[src/rtl/seq_fetch_pkg.sv]
// Shared Seq definitions: opcodes, fetch-stage state encodings and start address.
package seq_fetch_pkg;

    localparam int SEQ_INST_W = 12;
    localparam int SEQ_ADDR_W = 8;

    localparam logic [3:0] SEQ_OP_NOP = 4'h0;
    localparam logic [3:0] SEQ_OP_LDI = 4'h1;
    localparam logic [3:0] SEQ_OP_ADI = 4'h2;
    localparam logic [3:0] SEQ_OP_JMP = 4'h3;
    localparam logic [3:0] SEQ_OP_EQI = 4'h4;

    localparam logic [1:0] SEQFETCH_STATE_IDLE  = 2'd0;
    localparam logic [1:0] SEQFETCH_STATE_FETCH = 2'd1;
    localparam logic [1:0] SEQFETCH_STATE_ISSUE = 2'd2;
    localparam logic [1:0] SEQFETCH_STATE_WAIT  = 2'd3;

    localparam logic [7:0] SEQFETCH_START_ADDR = 8'h00;

    typedef struct packed {
        logic [3:0] op;
        logic [7:0] imm;
    } seq_inst_t;

    function automatic logic [SEQ_INST_W-1:0] mk_inst(input logic [3:0] op, input logic [7:0] imm);
        return {op, imm};
    endfunction

endpackage

[src/rtl/seq_fetch_if.sv]
// Host/Seq-facing bundle of the fetch stage: program load port, run control,
// Seq's next-address feedback and the issued instruction with status.
interface seq_fetch_if #(
    parameter int InstWidth = 12,
    parameter int AddrWidth = 8
);
    logic [AddrWidth-1:0] prog_addr;
    logic [InstWidth-1:0] prog_data;
    logic                 prog_wen;
    logic                 run;
    logic [AddrWidth-1:0] next;
    logic [InstWidth-1:0] inst;
    logic                 inst_en;
    logic [AddrWidth-1:0] pc;
    logic                 running;
    logic [15:0]          icount;

    modport master (
        output prog_addr, prog_data, prog_wen, run, next,
        input  inst, inst_en, pc, running, icount
    );

    modport slave (
        input  prog_addr, prog_data, prog_wen, run, next,
        output inst, inst_en, pc, running, icount
    );
endinterface

[src/rtl/seq_fetch_mem.sv]
// Program store: one synchronous write port, one synchronous read port, no reset.
// Latency: read data valid one cycle after rd_en; write lands at the sampling edge.
// Backpressure: none; rd_dat holds its value while rd_en is low.
module seq_fetch_mem #(
    parameter int InstWidth = 12,
    parameter int AddrWidth = 8
) (
    input  logic                 clock,
    input  logic                 wr_en,
    input  logic [AddrWidth-1:0] wr_addr,
    input  logic [InstWidth-1:0] wr_dat,
    input  logic                 rd_en,
    input  logic [AddrWidth-1:0] rd_addr,
    output logic [InstWidth-1:0] rd_dat
);
    logic [InstWidth-1:0] mem [2**AddrWidth];

    always_ff @(posedge clock) begin
        if (wr_en) begin
            mem[wr_addr] <= wr_dat;
        end
        if (rd_en) begin
            rd_dat <= mem[rd_addr];
        end
    end
endmodule

[src/rtl/seq_fetch.sv]
// Instruction fetch stage feeding Seq: fetches mem[pc], issues it as a one-cycle inst_en pulse.
// Latency: run sampled at E0 -> inst_en during E1-E2; one instruction every 3 cycles.
// Backpressure: none; run low stops at the next Fetch/Wait decision, an Issue always completes.
module seq_fetch #(
    parameter int InstWidth = 12,
    parameter int AddrWidth = 8
) (
    input  logic       clock,
    input  logic       reset,
    seq_fetch_if.slave bus
);
    import seq_fetch_pkg::*;

    logic [1:0]           state;
    logic [AddrWidth-1:0] pc_q;
    logic [InstWidth-1:0] inst_q;
    logic [InstWidth-1:0] rd_dat;
    logic [15:0]          icount_q;
    logic                 mem_wr_en;
    logic                 mem_rd_en;

    // Program loads only while idle; reads only when a Fetch proceeds to Issue.
    assign mem_wr_en = (state == SEQFETCH_STATE_IDLE)  && bus.prog_wen;
    assign mem_rd_en = (state == SEQFETCH_STATE_FETCH) && bus.run;

    seq_fetch_mem #(
        .InstWidth (InstWidth),
        .AddrWidth (AddrWidth)
    ) u_mem (
        .clock   (clock),
        .wr_en   (mem_wr_en),
        .wr_addr (bus.prog_addr),
        .wr_dat  (bus.prog_data),
        .rd_en   (mem_rd_en),
        .rd_addr (pc_q),
        .rd_dat  (rd_dat)
    );

    always_ff @(posedge clock or negedge reset) begin
        if (!reset) begin
            state    <= SEQFETCH_STATE_IDLE;
            pc_q     <= '0;
            inst_q   <= '0;
            icount_q <= '0;
        end else begin
            case (state)
                SEQFETCH_STATE_IDLE: begin
                    if (bus.run) begin
                        pc_q  <= AddrWidth'(SEQFETCH_START_ADDR);
                        state <= SEQFETCH_STATE_FETCH;
                    end
                end
                SEQFETCH_STATE_FETCH: begin
                    state <= bus.run ? SEQFETCH_STATE_ISSUE : SEQFETCH_STATE_IDLE;
                end
                SEQFETCH_STATE_ISSUE: begin
                    inst_q   <= rd_dat;
                    icount_q <= icount_q + 16'd1;
                    state    <= SEQFETCH_STATE_WAIT;
                end
                SEQFETCH_STATE_WAIT: begin
                    if (bus.run) begin
                        pc_q  <= bus.next;
                        state <= SEQFETCH_STATE_FETCH;
                    end else begin
                        state <= SEQFETCH_STATE_IDLE;
                    end
                end
                default: state <= SEQFETCH_STATE_IDLE;
            endcase
        end
    end

    // Memory has no reset, so the freshly read word is only exposed during Issue;
    // otherwise the reset-cleared hold register drives inst.
    assign bus.inst    = (state == SEQFETCH_STATE_ISSUE) ? rd_dat : inst_q;
    assign bus.inst_en = (state == SEQFETCH_STATE_ISSUE);
    assign bus.pc      = pc_q;
    assign bus.running = (state != SEQFETCH_STATE_IDLE);
    assign bus.icount  = icount_q;
endmodule

[src/flat_wrapper.sv]
// flat-port wrapper written by rule: the top's interface ports become plain ports
module seq_fetch_flat import seq_fetch_pkg::*;
#(
    parameter int InstWidth = 12,
    parameter int AddrWidth = 8
)
  (clock, reset, bus_prog_addr, bus_prog_data, bus_prog_wen, bus_run, bus_next, bus_inst, bus_inst_en, bus_pc, bus_running, bus_icount);
  seq_fetch_if #(.InstWidth(InstWidth), .AddrWidth(AddrWidth)) bus_i ();
  input  logic clock;
  input  logic reset;
  input wire logic [$bits(bus_i.prog_addr)-1:0] bus_prog_addr;
  input wire logic [$bits(bus_i.prog_data)-1:0] bus_prog_data;
  input wire logic [$bits(bus_i.prog_wen)-1:0] bus_prog_wen;
  input wire logic [$bits(bus_i.run)-1:0] bus_run;
  input wire logic [$bits(bus_i.next)-1:0] bus_next;
  output wire logic [$bits(bus_i.inst)-1:0] bus_inst;
  output wire logic [$bits(bus_i.inst_en)-1:0] bus_inst_en;
  output wire logic [$bits(bus_i.pc)-1:0] bus_pc;
  output wire logic [$bits(bus_i.running)-1:0] bus_running;
  output wire logic [$bits(bus_i.icount)-1:0] bus_icount;
  assign bus_i.prog_addr = bus_prog_addr;
  assign bus_i.prog_data = bus_prog_data;
  assign bus_i.prog_wen = bus_prog_wen;
  assign bus_i.run = bus_run;
  assign bus_i.next = bus_next;
  assign bus_inst = bus_i.inst;
  assign bus_inst_en = bus_i.inst_en;
  assign bus_pc = bus_i.pc;
  assign bus_running = bus_i.running;
  assign bus_icount = bus_i.icount;
  seq_fetch #(.InstWidth(InstWidth), .AddrWidth(AddrWidth)) u_core (.clock(clock), .reset(reset), .bus(bus_i));
endmodule
[config.mk]
export PLATFORM = sky130hd
export DESIGN_NAME = seq_fetch_flat
export DESIGN_NICKNAME = d
export VERILOG_FILES = /design/src/rtl/seq_fetch_pkg.sv /design/src/rtl/seq_fetch_if.sv /design/src/rtl/seq_fetch_mem.sv /design/src/rtl/seq_fetch.sv /design/src/flat_wrapper.sv
export SDC_FILE = /design/constraint.sdc
export NUM_CORES = 2
export LEC_CHECK = 0
export CORE_MARGIN = 2
export CORE_UTILIZATION = 55
export CTS_CLUSTER_SIZE = 30
export DETAILED_ROUTE_END_ITERATION = 8
export PLACE_DENSITY = 0.71
export SKIP_LAST_GASP = 1
export SLEW_MARGIN = 30
export SYNTH_ARGS = -nofsm -noshare
export SYNTH_HDL_FRONTEND = slang
export SYNTH_HIERARCHICAL = 1
export SYNTH_SLANG_ARGS = --single-unit
[constraint.sdc]
create_clock -name clock -period 4.5 [get_ports clock]
set_clock_uncertainty 0.15 [all_clocks]
set_input_delay 1.125 -clock clock [delete_from_list [all_inputs] [get_ports clock]]
set_output_delay 1.125 -clock clock [all_outputs]
set_load 0.1 [all_outputs]
Word-level counts from Yosys, hierarchy flattened. Memory sizes are Yosys's and may differ from the RTL's. A register that Yosys moved wholly into a read port is not among the register bits. Cells that the tools add are included.

Add/sub/neg operators: 1. Equal/unequal tests: 5. Mux-type cells: 10. Reductions and logical operators: 6.

Operators by type and width (number): 16-bit by 1-bit adder with 16-bit output, second input constant (1); 8-bit two-way mux (2); 8-bit one-hot mux with 2 select lines (1); 12-bit two-way mux (1); 2-bit one-hot mux with 4 select lines (1); 2-bit equality test, second input constant (2); 2-bit two-way mux (2); 2-bit != test, second input constant (2); 2-bit nonzero test (2); 1-bit two-way mux (3); 3-bit AND reduction (1); 2-bit by 1-bit equality test with 1-bit output, second input constant (1); 1-bit logical AND (2); 2-bit zero test (1).

Register bits after elaboration: 38. RAM bits: 3072. Bits of input ports: 32. Output and inout port bits: 38. Logic and storage cells: 27. Memories kept: 1.

Memory list: u_core.u_mem.mem (words 256, width 12, read ports 1, clocked after memory_dff 1, write ports 1, line seq_fetch_mem.sv:16) `logic [InstWidth-1:0] mem [2**AddrWidth];`.

Depth between registers and ports, before layout.
Depth in word-level cells: 4. Gate-level depth with buffers: 11.

Modules after synthesis. Netlist, hierarchy kept.

By module, submodules not included: seq_fetch_mem (times used 1, cells an instance 5506, area each 118752.6 µm², sequential area each 92608.8 µm²); seq_fetch (times used 1, cells an instance 127, area each 1675.4 µm², sequential area each 950.9 µm²).

Worst setup path before layout. No wires, ideal clock.

Kind: register to register. Start point: reg with a tool-made name. End point: mem u_core.u_mem.mem[234][0] (enable). Data arrival time: 2.808 ns. Slack: 1.162 ns. Stages on the path, launching flop included: 9. Buffers on the path: 4. Path through: dfrtp_1 -> clkbuf_1 -> or2_2 -> nor2_1 -> clkbuf_1 -> buf_1 -> nand3_1 -> clkbuf_1 -> nor2_1.

RTL lines (line): end: declaration (seq_fetch_mem.sv:16).

==> reports/results.ini <==
[drt]
route.met2.wl_um=145000
postRouteAntennaNets=0
wl_met1_um=117000
dr.pass1.iters=6
route.met3.wl_um=37800
drtIter0Drc=9707
vias=62419
wire_per_inst_um=33.4
highest_layer=met5
drt_drc_violations_left=0
viasPerCell=6.70
drt-total-wl_um=311000

[synthesis]
synth_flop_cell=edfxtp_1
yosysTopAreaCell=edfxtp_1
ys_types=73
synth.cell_area_sq_um=120000
async_flop_share_pct=1.22
yosys-top-cells-area=edfxtp_1 (77%), mux4_2 (12%), mux2i_1 (1.9%)
synth-edff-count=3084
syn_inst=5633
synth_fp_nets=5666
syn_area_per_cell_sq_um=21.4
synth_top_area_share_pct=76.9
synth_seq_cells=3122
synth_warnings=6
yosysSeqAreaShare_pct=77.7

[run_status]
status=finished, final reports clean

[clock_tree]
clkTransAtPathRegs_ns=0.06
clk_latency_ns=0.94
cts_resized=0
cts_tree=done
htree_levels=5
cts_buffers=321
cts_root_buf=clkbuf_16
cts_buffer_depth=4
cts_num_sinks=3122

[die]
rows=171
die_h_um=472
initial_core_util_pct=55.4
dieWidth_um=472
design.core.area_sq_um=217000
io_pins=70
die-area_sq_um=223000

[sta]
finalSetupTns_ns=0
max_freq_mhz=233
finalCritPeriodShare_pct=95.2
period_needed_ns=4.29
relSlewSlack_pct=24.5
rsz0062_at_grt=no
finalSetupViolCount=0
finalMaxSlewViolations=0
hold_ws_ns=0.326
hold_violations=0
worstMarginPinSlew_ns=1.12

[power_and_ir_drop]
p_leak_uw=0.0425
power_density_nw_per_um2=590
ir_drop_uv=429

[setup_path]
crit_type=reg2reg
cp-start-kind=flop
worstSetupEndpointType=flop
critPathRequiredTime_ns=5.01
worstPathMaxFanout=29
critical_path_arrival_ns=4.79

[job]
cap_violations=0

[finish]
drive_above_1_share_pct=26.9
fin_area_sq_um=137000
syn2layout_area_growth_pct=14.0
final_net_count=6263
finish.utilization_pct=63.1

[global_route]
grt_overflow=0
grt_usage_pct=27.9
grt_pass1_wl_um=444000
grt_max_degree=104
first_global_vias=60956
antenna_found_initial=13

[placement]
place_area_sq_um=127000
portBuffers=69
dp_hpwl_um=193000
globalplace.congestion=0.896

[hold_path]
hold_path.class=reg2reg

## repair_timing
action / 4_1_cts / 5_1_grt
hold endpoints to repair: 28 / 0
buffers inserted: 0 / 0
hold buffers: 1 / 0
## registers in the layout (all words and copies together) (netlist names), named ones only
register and count:
u_core/inst_q 12, u_core/u_mem/rd_dat 12, u_core/bus.icount 16, u_core/u_mem/mem 3072, u_core/state 1, u_core/bus.pc 8
## cell families (layout without fill, tap and decap cells)
logic type	after synthesis	after routing	share of synthesized area [%]
buffers and inverters	350	1176	1.84
AOI/OAI and AO/OA	654	654	3.81
and+or+nand+nor	583	583	2.33
adders and majority gates	2	2	0.0187
other	0	10	0
DFF	3122	3122	77.7
xor gates and xnor gates	15	15	0.109
muxes	907	907	14.2
## routing by layer
metal	track usage, %	up-vias
li1	-	24938
met1	39.9	32761
met2	42.4	4122
met3	6.99	586
met4	10.1	12
met5	0	-
## synth_stat cells (16+ instances only)
library cell  number
nor2b_1           37
mux2_2            41
a211oi_1          20
clkbuf_1         155
nand3_1           37
a22o_1            35
nor3_1            36
nand2_1           50
mux4_2           636
edfxtp_1        3084
mux2i_1          223
o22ai_1           88
a21oi_1          121
buf_4             34
a22oi_1          215
dfrtp_1           38
buf_6             35
buf_12            16
buf_2             74
nor2_1           306
a221oi_1          19
o21ai_0           34
a31oi_1           16
o221ai_1          53
nor4_1            34
## where the power goes
group	internal (uW)	switching [uW]	total (uW)
clock network	14500	10500	25100
registers	32200	634	32900
logic	9030	14000	23000
total	55800	25100	80900
## final cells by class
class | instances | area (sq um)
antenna | 10 | 25.0
clock buffer | 405 | 8520
clock inverter | 147 | 1240
fill | 14162 | 80100
inverter | 7 | 26.3
multi-input combinational | 2161 | 24800
sequential | 3122 | 93600
tap | 2854 | 3570
timing repair buffer | 617 | 5480
## per-stage QoR
stage	setup WS (ns)	instances	power, uW
after floorplan	1.16	5633	47600
after global placement	-0.0685	8760	56000
after detailed placement	0.279	8760	56100
after CTS	0.241	9313	81000
after global routing	0.108	9316	83100
final	0.214	9323	80900
## worst paths after layout
check | from | endpoint | slack, ns | depth (start not counted)
setup / recovery | u_core/bus.pc[0] | u_core/u_mem/rd_dat[2] | 0.21 | 8
hold / removal | u_core/bus.icount[15] | u_core/bus.icount[15] | 0.33 | 1
setup reg to reg | u_core/bus.pc[0] | u_core/u_mem/rd_dat[2] | 0.21 | 8
hold reg to reg | u_core/bus.icount[15] | u_core/bus.icount[15] | 0.33 | 1
max in group asynchronous | reset | u_core/bus.pc[1] | 3.17 | 2
min in group asynchronous | reset | u_core/bus.icount[14] | 0.58 | 2
## layout by cell type, fill, tap and decap left out, types with 35 or more instances in the layout
master	n
clkinv_2	48
nand2_1	49
a22o_1	35
clkbuf_1	72
buf_4	516
edfxtp_1	3084
a22oi_1	215
buf_12	54
nand3_1	37
a21oi_1	121
mux2_2	41
mux2i_1	223
nor2_1	298
clkbuf_16	326
o221ai_1	53
o22ai_1	88
mux4_2	636
clkinv_1	66
## worst max-delay path: stages, from the launching register on
cell and delay [ns]:
dfrtp_4 0.87, buf_12 0.27, buf_12 0.25, buf_4 0.32, mux4_2 0.54, a22oi_1 0.38
a21oi_1 0.14, nor4_2 0.91, nor4b_1 0.11
No activity file was read; power rests on OpenSTA's default activity.
